[src/rtl/decode_stage_if.sv]
// decode_stage_if: fetch-side and execute-side handshake bundle for the decode stage
interface decode_stage_if #(
  parameter int REG_ADDR_W = 4,
  parameter int PC_W       = 32
);
  logic                  flush;
  logic                  in_valid;
  logic                  in_ready;
  logic [31:0]           in_instr;
  logic [PC_W-1:0]       in_pc;
  logic                  out_valid;
  logic                  out_ready;
  logic [PC_W-1:0]       out_pc;
  logic [REG_ADDR_W-1:0] out_rd;
  logic [REG_ADDR_W-1:0] out_rs1;
  logic [REG_ADDR_W-1:0] out_rs2;
  logic [2:0]            out_cls;
  logic [2:0]            out_alu_op;
  logic [2:0]            out_funct3;
  logic                  out_subtract;
  logic                  out_shift_right;
  logic                  out_shift_arith;
  logic                  out_is_imm;
  logic [31:0]           out_imm;
  logic                  out_illegal;

  modport slave (
    input  flush, in_valid, in_instr, in_pc, out_ready,
    output in_ready, out_valid, out_pc, out_rd, out_rs1, out_rs2, out_cls, out_alu_op,
           out_funct3, out_subtract, out_shift_right, out_shift_arith, out_is_imm,
           out_imm, out_illegal
  );

  modport master (
    output flush, in_valid, in_instr, in_pc, out_ready,
    input  in_ready, out_valid, out_pc, out_rd, out_rs1, out_rs2, out_cls, out_alu_op,
           out_funct3, out_subtract, out_shift_right, out_shift_arith, out_is_imm,
           out_imm, out_illegal
  );
endinterface

[src/rtl/decode_stage.sv]
// decode_stage: registered RV32I/RV32E decoder behind a 2-entry skid buffer
module decode_stage #(
  parameter int REG_ADDR_W = 4,
  parameter int PC_W       = 32
) (
  input  logic          clk,
  input  logic          rst_n,
  decode_stage_if.slave bus
);
  typedef struct packed {
    logic [PC_W-1:0]       pc;
    logic [REG_ADDR_W-1:0] rd;
    logic [REG_ADDR_W-1:0] rs1;
    logic [REG_ADDR_W-1:0] rs2;
    logic [2:0]            cls;
    logic [2:0]            alu_op;
    logic [2:0]            funct3;
    logic                  subtract;
    logic                  shift_right;
    logic                  shift_arith;
    logic                  is_imm;
    logic [31:0]           imm;
    logic                  illegal;
  } ent_t;

  logic [31:0] ins;
  logic [4:0]  op;
  logic [2:0]  f3, alu_f;
  logic [6:0]  f7;
  logic [31:0] imm_i, imm_s, imm_b, imm_j, imm_u;
  logic        bad, u_rd, u_rs1, u_rs2, acc;
  ent_t        ent_d, m_q, s_q;
  logic        m_v_q, s_v_q;

  assign ins   = bus.in_instr;
  assign op    = ins[6:2];
  assign f3    = ins[14:12];
  assign f7    = ins[31:25];
  assign imm_i = {{20{ins[31]}}, ins[31:20]};
  assign imm_s = {{20{ins[31]}}, ins[31:25], ins[11:7]};
  assign imm_b = {{19{ins[31]}}, ins[31], ins[7], ins[30:25], ins[11:8], 1'b0};
  assign imm_j = {{11{ins[31]}}, ins[31], ins[19:12], ins[20], ins[30:21], 1'b0};
  assign imm_u = {ins[31:12], 12'b0};
  assign alu_f = f3 == 3'd0 ? 3'd0 : f3[2:1] == 2'b01 ? 3'd1 : f3 == 3'd4 ? 3'd2 :
                 f3 == 3'd6 ? 3'd3 : f3 == 3'd7 ? 3'd4 : 3'd5;
  assign acc   = bus.in_valid & ~s_v_q & ~bus.flush;

  // Decode the presented instruction; only register fields the format actually reads count for RV32E range checks
  always_comb begin
    ent_d             = '0;
    bad               = 1'b0;
    u_rd              = 1'b0;
    u_rs1             = 1'b0;
    u_rs2             = 1'b0;
    ent_d.pc          = bus.in_pc;
    ent_d.rd          = ins[7+:REG_ADDR_W];
    ent_d.rs1         = ins[15+:REG_ADDR_W];
    ent_d.rs2         = ins[20+:REG_ADDR_W];
    ent_d.funct3      = f3;
    ent_d.shift_right = f3[2];
    ent_d.shift_arith = ins[30];
    case (op)
      5'b01100: begin
        ent_d.alu_op   = alu_f;
        ent_d.subtract = (f3 == 3'd0 & ins[30]) | f3[2:1] == 2'b01;
        bad            = !(f7 == 7'h00 || (f7 == 7'h20 && (f3 == 3'd0 || f3 == 3'd5)));
        {u_rd, u_rs1, u_rs2} = 3'b111;
      end
      5'b00100: begin
        ent_d.alu_op   = alu_f;
        ent_d.subtract = f3[2:1] == 2'b01;
        ent_d.is_imm   = 1'b1;
        ent_d.imm      = imm_i;
        bad            = (f3 == 3'd1 && f7 != 7'h00) || (f3 == 3'd5 && f7 != 7'h00 && f7 != 7'h20);
        {u_rd, u_rs1}  = 2'b11;
      end
      5'b00000: begin
        ent_d.cls      = 3'd1;
        ent_d.is_imm   = 1'b1;
        ent_d.imm      = imm_i;
        bad            = f3 == 3'd3 || f3 == 3'd6 || f3 == 3'd7;
        {u_rd, u_rs1}  = 2'b11;
      end
      5'b01000: begin
        ent_d.cls      = 3'd2;
        ent_d.is_imm   = 1'b1;
        ent_d.imm      = imm_s;
        bad            = f3 >= 3'd3;
        {u_rs1, u_rs2} = 2'b11;
      end
      5'b11000: begin
        ent_d.cls      = 3'd3;
        ent_d.alu_op   = 3'd1;
        ent_d.subtract = 1'b1;
        ent_d.imm      = imm_b;
        bad            = f3[2:1] == 2'b01;
        {u_rs1, u_rs2} = 2'b11;
      end
      5'b11011: begin
        ent_d.cls      = 3'd4;
        ent_d.is_imm   = 1'b1;
        ent_d.imm      = imm_j;
        u_rd           = 1'b1;
      end
      5'b11001: begin
        ent_d.cls      = 3'd5;
        ent_d.is_imm   = 1'b1;
        ent_d.imm      = imm_i;
        bad            = f3 != 3'd0;
        {u_rd, u_rs1}  = 2'b11;
      end
      5'b01101, 5'b00101: begin
        ent_d.cls      = op[3] ? 3'd6 : 3'd7;
        ent_d.is_imm   = 1'b1;
        ent_d.imm      = imm_u;
        u_rd           = 1'b1;
      end
      default: bad = 1'b1;
    endcase
    ent_d.illegal = bad | ins[1:0] != 2'b11 |
                    (REG_ADDR_W == 4 && ((u_rd & ins[11]) | (u_rs1 & ins[19]) | (u_rs2 & ins[24])));
  end

  // Skid buffer: main slot feeds execute, skid slot absorbs one accept while execute stalls
  always_ff @(posedge clk or negedge rst_n) begin
    if (!rst_n) begin
      m_v_q <= 1'b0;
      s_v_q <= 1'b0;
      m_q   <= '0;
      s_q   <= '0;
    end else if (bus.flush) begin
      m_v_q <= 1'b0;
      s_v_q <= 1'b0;
    end else if (s_v_q) begin
      if (bus.out_ready) begin
        m_q   <= s_q;
        s_v_q <= 1'b0;
      end
    end else if (m_v_q & ~bus.out_ready) begin
      if (acc) begin
        s_q   <= ent_d;
        s_v_q <= 1'b1;
      end
    end else begin
      m_v_q <= acc;
      if (acc) m_q <= ent_d;
    end
  end

  assign bus.in_ready        = ~s_v_q;
  assign bus.out_valid       = m_v_q;
  assign bus.out_pc          = m_q.pc;
  assign bus.out_rd          = m_q.rd;
  assign bus.out_rs1         = m_q.rs1;
  assign bus.out_rs2         = m_q.rs2;
  assign bus.out_cls         = m_q.cls;
  assign bus.out_alu_op      = m_q.alu_op;
  assign bus.out_funct3      = m_q.funct3;
  assign bus.out_subtract    = m_q.subtract;
  assign bus.out_shift_right = m_q.shift_right;
  assign bus.out_shift_arith = m_q.shift_arith;
  assign bus.out_is_imm      = m_q.is_imm;
  assign bus.out_imm         = m_q.imm;
  assign bus.out_illegal     = m_q.illegal;
endmodule

[src/flat_wrapper.sv]
// flat-port wrapper written by rule: the top's interface ports become plain ports
module decode_stage_flat 
#(
  parameter int REG_ADDR_W = 4,
  parameter int PC_W       = 32
)
  (clk, rst_n, bus_flush, bus_in_valid, bus_in_instr, bus_in_pc, bus_out_ready, bus_in_ready, bus_out_valid, bus_out_pc, bus_out_rd, bus_out_rs1, bus_out_rs2, bus_out_cls, bus_out_alu_op, bus_out_funct3, bus_out_subtract, bus_out_shift_right, bus_out_shift_arith, bus_out_is_imm, bus_out_imm, bus_out_illegal);
  decode_stage_if #(.REG_ADDR_W(REG_ADDR_W), .PC_W(PC_W)) bus_i ();
  input  logic clk;
  input  logic rst_n;
  input wire logic [$bits(bus_i.flush)-1:0] bus_flush;
  input wire logic [$bits(bus_i.in_valid)-1:0] bus_in_valid;
  input wire logic [$bits(bus_i.in_instr)-1:0] bus_in_instr;
  input wire logic [$bits(bus_i.in_pc)-1:0] bus_in_pc;
  input wire logic [$bits(bus_i.out_ready)-1:0] bus_out_ready;
  output wire logic [$bits(bus_i.in_ready)-1:0] bus_in_ready;
  output wire logic [$bits(bus_i.out_valid)-1:0] bus_out_valid;
  output wire logic [$bits(bus_i.out_pc)-1:0] bus_out_pc;
  output wire logic [$bits(bus_i.out_rd)-1:0] bus_out_rd;
  output wire logic [$bits(bus_i.out_rs1)-1:0] bus_out_rs1;
  output wire logic [$bits(bus_i.out_rs2)-1:0] bus_out_rs2;
  output wire logic [$bits(bus_i.out_cls)-1:0] bus_out_cls;
  output wire logic [$bits(bus_i.out_alu_op)-1:0] bus_out_alu_op;
  output wire logic [$bits(bus_i.out_funct3)-1:0] bus_out_funct3;
  output wire logic [$bits(bus_i.out_subtract)-1:0] bus_out_subtract;
  output wire logic [$bits(bus_i.out_shift_right)-1:0] bus_out_shift_right;
  output wire logic [$bits(bus_i.out_shift_arith)-1:0] bus_out_shift_arith;
  output wire logic [$bits(bus_i.out_is_imm)-1:0] bus_out_is_imm;
  output wire logic [$bits(bus_i.out_imm)-1:0] bus_out_imm;
  output wire logic [$bits(bus_i.out_illegal)-1:0] bus_out_illegal;
  assign bus_i.flush = bus_flush;
  assign bus_i.in_valid = bus_in_valid;
  assign bus_i.in_instr = bus_in_instr;
  assign bus_i.in_pc = bus_in_pc;
  assign bus_i.out_ready = bus_out_ready;
  assign bus_in_ready = bus_i.in_ready;
  assign bus_out_valid = bus_i.out_valid;
  assign bus_out_pc = bus_i.out_pc;
  assign bus_out_rd = bus_i.out_rd;
  assign bus_out_rs1 = bus_i.out_rs1;
  assign bus_out_rs2 = bus_i.out_rs2;
  assign bus_out_cls = bus_i.out_cls;
  assign bus_out_alu_op = bus_i.out_alu_op;
  assign bus_out_funct3 = bus_i.out_funct3;
  assign bus_out_subtract = bus_i.out_subtract;
  assign bus_out_shift_right = bus_i.out_shift_right;
  assign bus_out_shift_arith = bus_i.out_shift_arith;
  assign bus_out_is_imm = bus_i.out_is_imm;
  assign bus_out_imm = bus_i.out_imm;
  assign bus_out_illegal = bus_i.out_illegal;
  decode_stage #(.REG_ADDR_W(REG_ADDR_W), .PC_W(PC_W)) u_core (.clk(clk), .rst_n(rst_n), .bus(bus_i));
endmodule
[config.mk]
export PLATFORM = sky130hd
export DESIGN_NAME = decode_stage_flat
export DESIGN_NICKNAME = d
export VERILOG_FILES = /design/src/rtl/decode_stage_if.sv /design/src/rtl/decode_stage.sv /design/src/flat_wrapper.sv
export SDC_FILE = /design/constraint.sdc
export NUM_CORES = 1
export LEC_CHECK = 0
export ABC_CLOCK_PERIOD_IN_PS = 1650
export CAP_MARGIN = 20
export CORE_ASPECT_RATIO = 1.4
export CORE_MARGIN = 1.5
export CORE_UTILIZATION = 28
export CTS_CLUSTER_DIAMETER = 200
export DETAILED_ROUTE_END_ITERATION = 10
export GPL_TIMING_DRIVEN = 0
export SYNTH_ARGS = -nofsm -noshare
export SYNTH_HDL_FRONTEND = slang
export SYNTH_SLANG_ARGS = --single-unit
[constraint.sdc]
create_clock -name clk -period 1.65 [get_ports clk]
set_input_delay 0.33 -clock clk [delete_from_list [all_inputs] [get_ports clk]]
set_output_delay 0.33 -clock clk [all_outputs]
set_load 0.005 [all_outputs]
# After elaboration in Yosys (flattened, before gate mapping)
# Cells that the tools add are included.
# classes
eq_ne,22
n_mux,27
order_cmp,1
n_reduce_logical,27
n_bitwise,15
# op_table
op,count
$mux 90,4
$pmux 32 s5,1
$pmux 3 s6,1
$eq 5x4->1 const B,3
$eq 5x5->1 const B,3
$mux 1,14
$reduce_or 7->1,2
$eq 3x3->1 const B,4
$mux 3,4
$eq 5x3->1 const B,2
$reduce_or 3->1,3
$ne 2x2->1 const B,4
$reduce_and 4->1,2
$and 1x1->1,7
$eq 7x6->1 const B,1
$logic_not 7->1,1
$ne 7x6->1 const B,1
$pmux 1 s7,1
$reduce_bool 7->1,1
$pmux 3 s2,1
$reduce_or 6->1,1
$logic_not 5->1,1
$logic_or 1x1->1,5
$or 1x1->1,5
other kinds (14),20
# totals
in_bits,69
elab_cells,120
regBits,182
out_inout_bits,92

# Logic depth before layout (Yosys ltp)
# logic_depth
depth_word,11
depth_mapped,8
depth_no_buf,5

# Least setup slack after synthesis
# Ideal clock, no wire load.
# synth_path
kind,in2reg
start,input bus_in_instr[4]
end,register u_core.m_q (netlist bit u_core.bus.out_imm[1])
stages,7
setup_ps,125
path_buffers,2
slack_ps,-31
t_arrival_ps,1556
t_required_ps,1525
path_cell_list,buf_2 and4b_1 clkbuf_1 a31o_1 a22oi_1 o21ai_1 mux2_2
# synth_via
elab_chain_len,6
word_cells_on_any_way,14
classes_between,7 x eq/ne; 4 x mux; 3 x reduce/logical
# synth_lines
item,line,rtl
start: declaration,flat_wrapper.sv:13,input wire logic [$bits(bus_i.in_instr)-1:0] bus_in_instr;
"$eq 5x3->1, or another cell as far along",decode_stage.sv:62,case (op)
$reduce_or 3->1 (no line) or $reduce_or 2->1 (tied branches),-,
$pmux 32 s5 (*),decode_stage.sv:62,
$mux 90 (*),decode_stage.sv:146,if (acc) m_q <= ent_d;
$mux 90 (*),decode_stage.sv:139,end else if (m_v_q & ~bus.out_ready) begin
$mux 90 (*),decode_stage.sv:134,end else if (s_v_q) begin
end signal: assignment,decode_stage.sv:136,m_q <= s_q;
end signal: assignment,decode_stage.sv:146,
end: declaration,decode_stage.sv:32,"ent_t ent_d, m_q, s_q;"
# Mark *: on every way between the ends. The rest lies on a longest branch, timed or not. The select of a mux whose other input is x is not followed.
# A chain may end at the register's enable or synchronous reset.

# Worst setup path after layout
# layout_path
start,input bus_in_instr[29]
end,register u_core.m_q (netlist bit u_core.bus.out_illegal)
# layout_via
elab_chain_len,10
word_cells_on_any_way,17
classes_between,2 x eq/ne; 4 x mux; 2 x bitwise; 9 x reduce/logical
# layout_lines
item,line,rtl
$eq 7x6->1 or $reduce_bool 7->1 (tied branches),"decode_stage.sv:66, decode_stage.sv:74",
$logic_and 1x1->1 (on tied branches),"decode_stage.sv:66, decode_stage.sv:74",
$logic_or 1x1->1 or $logic_and 1x1->1 (tied branches),"decode_stage.sv:66, decode_stage.sv:74",
$logic_not 1->1 or $logic_or 1x1->1 (tied branches),"decode_stage.sv:66, decode_stage.sv:74",
$pmux 1 s7 (*),decode_stage.sv:62,
$or 1x1->1 (*) (2 in series),decode_stage.sv:120,ent_d.illegal = bad | ins[1:0] != 2'b11 |
$mux 90 (*),decode_stage.sv:146,
$mux 90 (*),decode_stage.sv:139,
$mux 90 (*),decode_stage.sv:134,
# Marks and branches as above.

==> metrics.txt <==
status=complete, no violations; Comb power frac=18.1%; Pins Over Slew Limit=0; register-to-register setup slack=0.05 ns; first-pass GRT wire length=39200 um; grt total ovfl=0; core area=28400 sq um; max-cap violations=0; CP arrival=1.93 ns; main flop type after synthesis=dfrtp_1; Final Hold Violating Endpoints=0; largest net degree at the start of global routing=111; Critical Path Source=bus_in_instr[29]; slew margin rel.=58.9%; worst vdd ir=0.665 mV; slowest stage delay, CP=0.51 ns; final worst slack=0.0260 ns; fin crit period=1.62 ns; Setup crit end=u_core.bus.out_illegal; final core occ=40.1%; Die Ht=204 um; Reg-to-Reg End=u_core.s_q[46]; Switching Power=3270 uW; via/cell ratio=4.90; Layout Skew=0.0113 ns; crit path kind=in2reg; vias in the first global route=6983; die width=147 um; CP cell instances=clkdlybuf4s50_1, or4_1, nor3_2, o2bb2ai_2, nor4_2, a21oi_1; deepest clock path buffer count=2; total wire length=24900 um; post-synthesis sequential area ratio=55.6%; wire per inst=17.9 um; pre-CTS WS=-1.59 ns; Inserted Clock Buffers=17; leakage=0.00526 uW; Pwr per Cell Area=1020 nW/um^2; RSZ-0062 raised after global routing=yes; area share of the largest cell type after synthesis=55.6%; internal power=8360 uW; Slew @ Worst Pin=0.616 ns; P&R area growth vs syn=40.6%; CTS sink cnt=180; most frequent cells in the layout=dfrtp_1, nand2_1, o21ai_0, clkdlybuf4s50_1, dlygate4sd2_1; endpoints failing setup=0; Worst setup EP type=flip-flop; CTS root buf=clkbuf_16; Reg power frac=47.0%; TritonCTS clock tree=built; period utilisation layout=98.4%; Avg Cell Area, Syn=10.2 sq um; Fmax=0.616 GHz; leading area contributor after synthesis=dfrtp_1; TritonRoute pass-1 iters=5; Clock power frac=34.9%; Post-synth ARST share=100%; initial antenna violation count=2; Post-Syn Instances=795; reg2reg path depth=6; Clock transition at path regs=0.08 ns; Initial Utilization=28.5%; DR iter-0 viols=337; Post-DP HPWL=17700 um; boundary pin count=161; via count=6809; Final ANT Viol Nets=0; Yosys warnings=0; GPL Wtd Cong=0.916; Die ar.=30000 sq um; Yosys cell types=47; Seq cells post-synth=180; number of synthesized flops with an enable pin=0; layout cell share with drive strength beyond 1=20.8%; Hold Path Class=in2reg; Port Buffers=157; GRT Util Overall=17.0%; commonest non-fill, non-tap cell in the layout=dfrtp_1; Setup crit start kind=input port; Layout Nets=1068; worst reg2reg path startpoint=u_core.s_v_q; worst endpoint required time=1.96 ns; crit-path max FO=5; DRC=0; largest cells by area after synthesis=dfrtp_1, mux2_2, nand2_1; worst skew pair latency=0.43 ns; switch share=28.1%; post-synthesis net count=864; H-tree depth=4; Netlist Area Pre-Place=8100 sq um; Rows=73; CP max stage cell=clkdlybuf4s50_1
-- power by group through the flow --
| stage | clock, uW | sequential, uW | combinational [uW] |
|---|---|---|---|
| 2_1_floorplan | 0 | 5520 | 883 |
| 3_3_place_gp | 0 | 5550 | 2060 |
| 3_5_place_dp | 0 | 5570 | 2110 |
| 4_1_cts | 4190 | 5480 | 2090 |
| 5_1_grt | 4350 | 5560 | 2350 |
| 6_report | 4060 | 5470 | 2100 |
-- synth_stat cells (all sizes together), types with 2 or more instances --
| cell | count |
|---|---|
| a211oi | 14 |
| nand2 | 138 |
| nor2b | 2 |
| nor4 | 2 |
| clkbuf | 48 |
| nand3b | 2 |
| nand2b | 6 |
| nand4b | 2 |
| mux2 | 55 |
| o21ai | 151 |
| dfrtp | 180 |
| or2 | 4 |
| nand3 | 12 |
| a21oi | 42 |
| nor3 | 4 |
| or4 | 2 |
| nor2 | 23 |
| a22oi | 4 |
| mux2i | 51 |
| a31oi | 8 |
| inv | 7 |
| o21a | 2 |
| nor4b | 2 |
| buf | 18 |
-- state kept, by name, summed over array words and instances, names as in the netlist --
name                        cells
u_core.bus.out_pc              32
u_core.bus.out_shift_right      1
u_core.bus.out_rd               4
u_core.bus.out_valid            1
u_core.bus.out_rs1              4
u_core.bus.out_rs2              4
u_core.s_v_q                    1
u_core.bus.out_illegal          1
u_core.bus.out_cls              3
u_core.bus.out_is_imm           1
u_core.bus.out_imm             32
u_core.s_q                     89
u_core.bus.out_shift_arith      1
u_core.bus.out_alu_op           3
u_core.bus.out_subtract         1
u_core.bus.out_funct3           2
-- logic make-up after synthesis --
logic type / synth area share [%]
AO/OA/AOI/OAI: 15.8
multiplexers: 13.9
buffers and inverters: 3.74
flip-flops: 55.6
AND/OR/NAND/NOR: 10.9
-- stage by stage --
stage / hold WS, ns / setup TNS [ns] / instances / instance area (sq um) / total power [uW]
after floorplan: 0.0344 / 0 / 795 / 8100 / 6400
after global placement: 0.460 / -1545.70 / 1327 / 10100 / 7610
after detailed placement: 0.344 / -191.07 / 1328 / 10200 / 7670
after CTS: 0.353 / -0.0229 / 1376 / 11100 / 11800
after global routing: 0.297 / -0.113 / 1389 / 11400 / 12300
final: 0.312 / 0 / 1390 / 11400 / 11600
-- critical path: cells and delay by family --
kind | cells | cell delay, ns
AO/OA/AOI/OAI | 2 | 0.23
buffers and inverters | 1 | 0.51
AND/OR/NAND/NOR | 3 | 0.86
-- routing by layer --
metal  vias to the layer above  track usage [%]  routed length (um)
met5                         -                0                   0
met4                         0             6.42                 696
met3                        38             3.88                1410
met2                       200             29.6               12700
met1                      3362             20.2               10100
li1                       3209                -                   -
-- area by class of cell --
cell class | count | area (sq um)
clock inverter | 13 | 129
inverter | 7 | 26.3
clock buffer | 19 | 453
tap | 375 | 469
sequential | 180 | 4510
multi-input combinational | 542 | 3460
fill | 2827 | 17000
buffer | 64 | 512
timing repair buffer | 187 | 1830
antenna | 3 | 7.51
-- worst min-delay path by stage --
| stage | depth (start not counted) | start | endpoint | slack (ns) |
|---|---|---|---|---|
| 2_1_floorplan | 0 | rst_n | u_core.bus.out_alu_op[0] | 0.03 |
| 3_3_place_gp | 1 | u_core.s_q[43] | u_core.s_q[43] | 0.46 |
| 3_5_place_dp | 1 | rst_n | u_core.bus.out_pc[30] | 0.34 |
| 4_1_cts | 3 | bus_in_instr[26] | u_core.s_q[7] | 0.35 |
| 5_1_grt | 2 | bus_flush | u_core.s_v_q | 0.30 |
| 6_report | 2 | bus_flush | u_core.s_v_q | 0.31 |
-- what timing repair did --
item,in CTS,in global routing
pin swaps,6,6
gates resized for setup,161,87
setup buffers,17,11
hold buffers,1,0
gates cloned,0,0
endpoints found under the hold margin,70,0
setup endpoints to repair,235,192
Note: power is estimated with default switching activity, not from simulation.
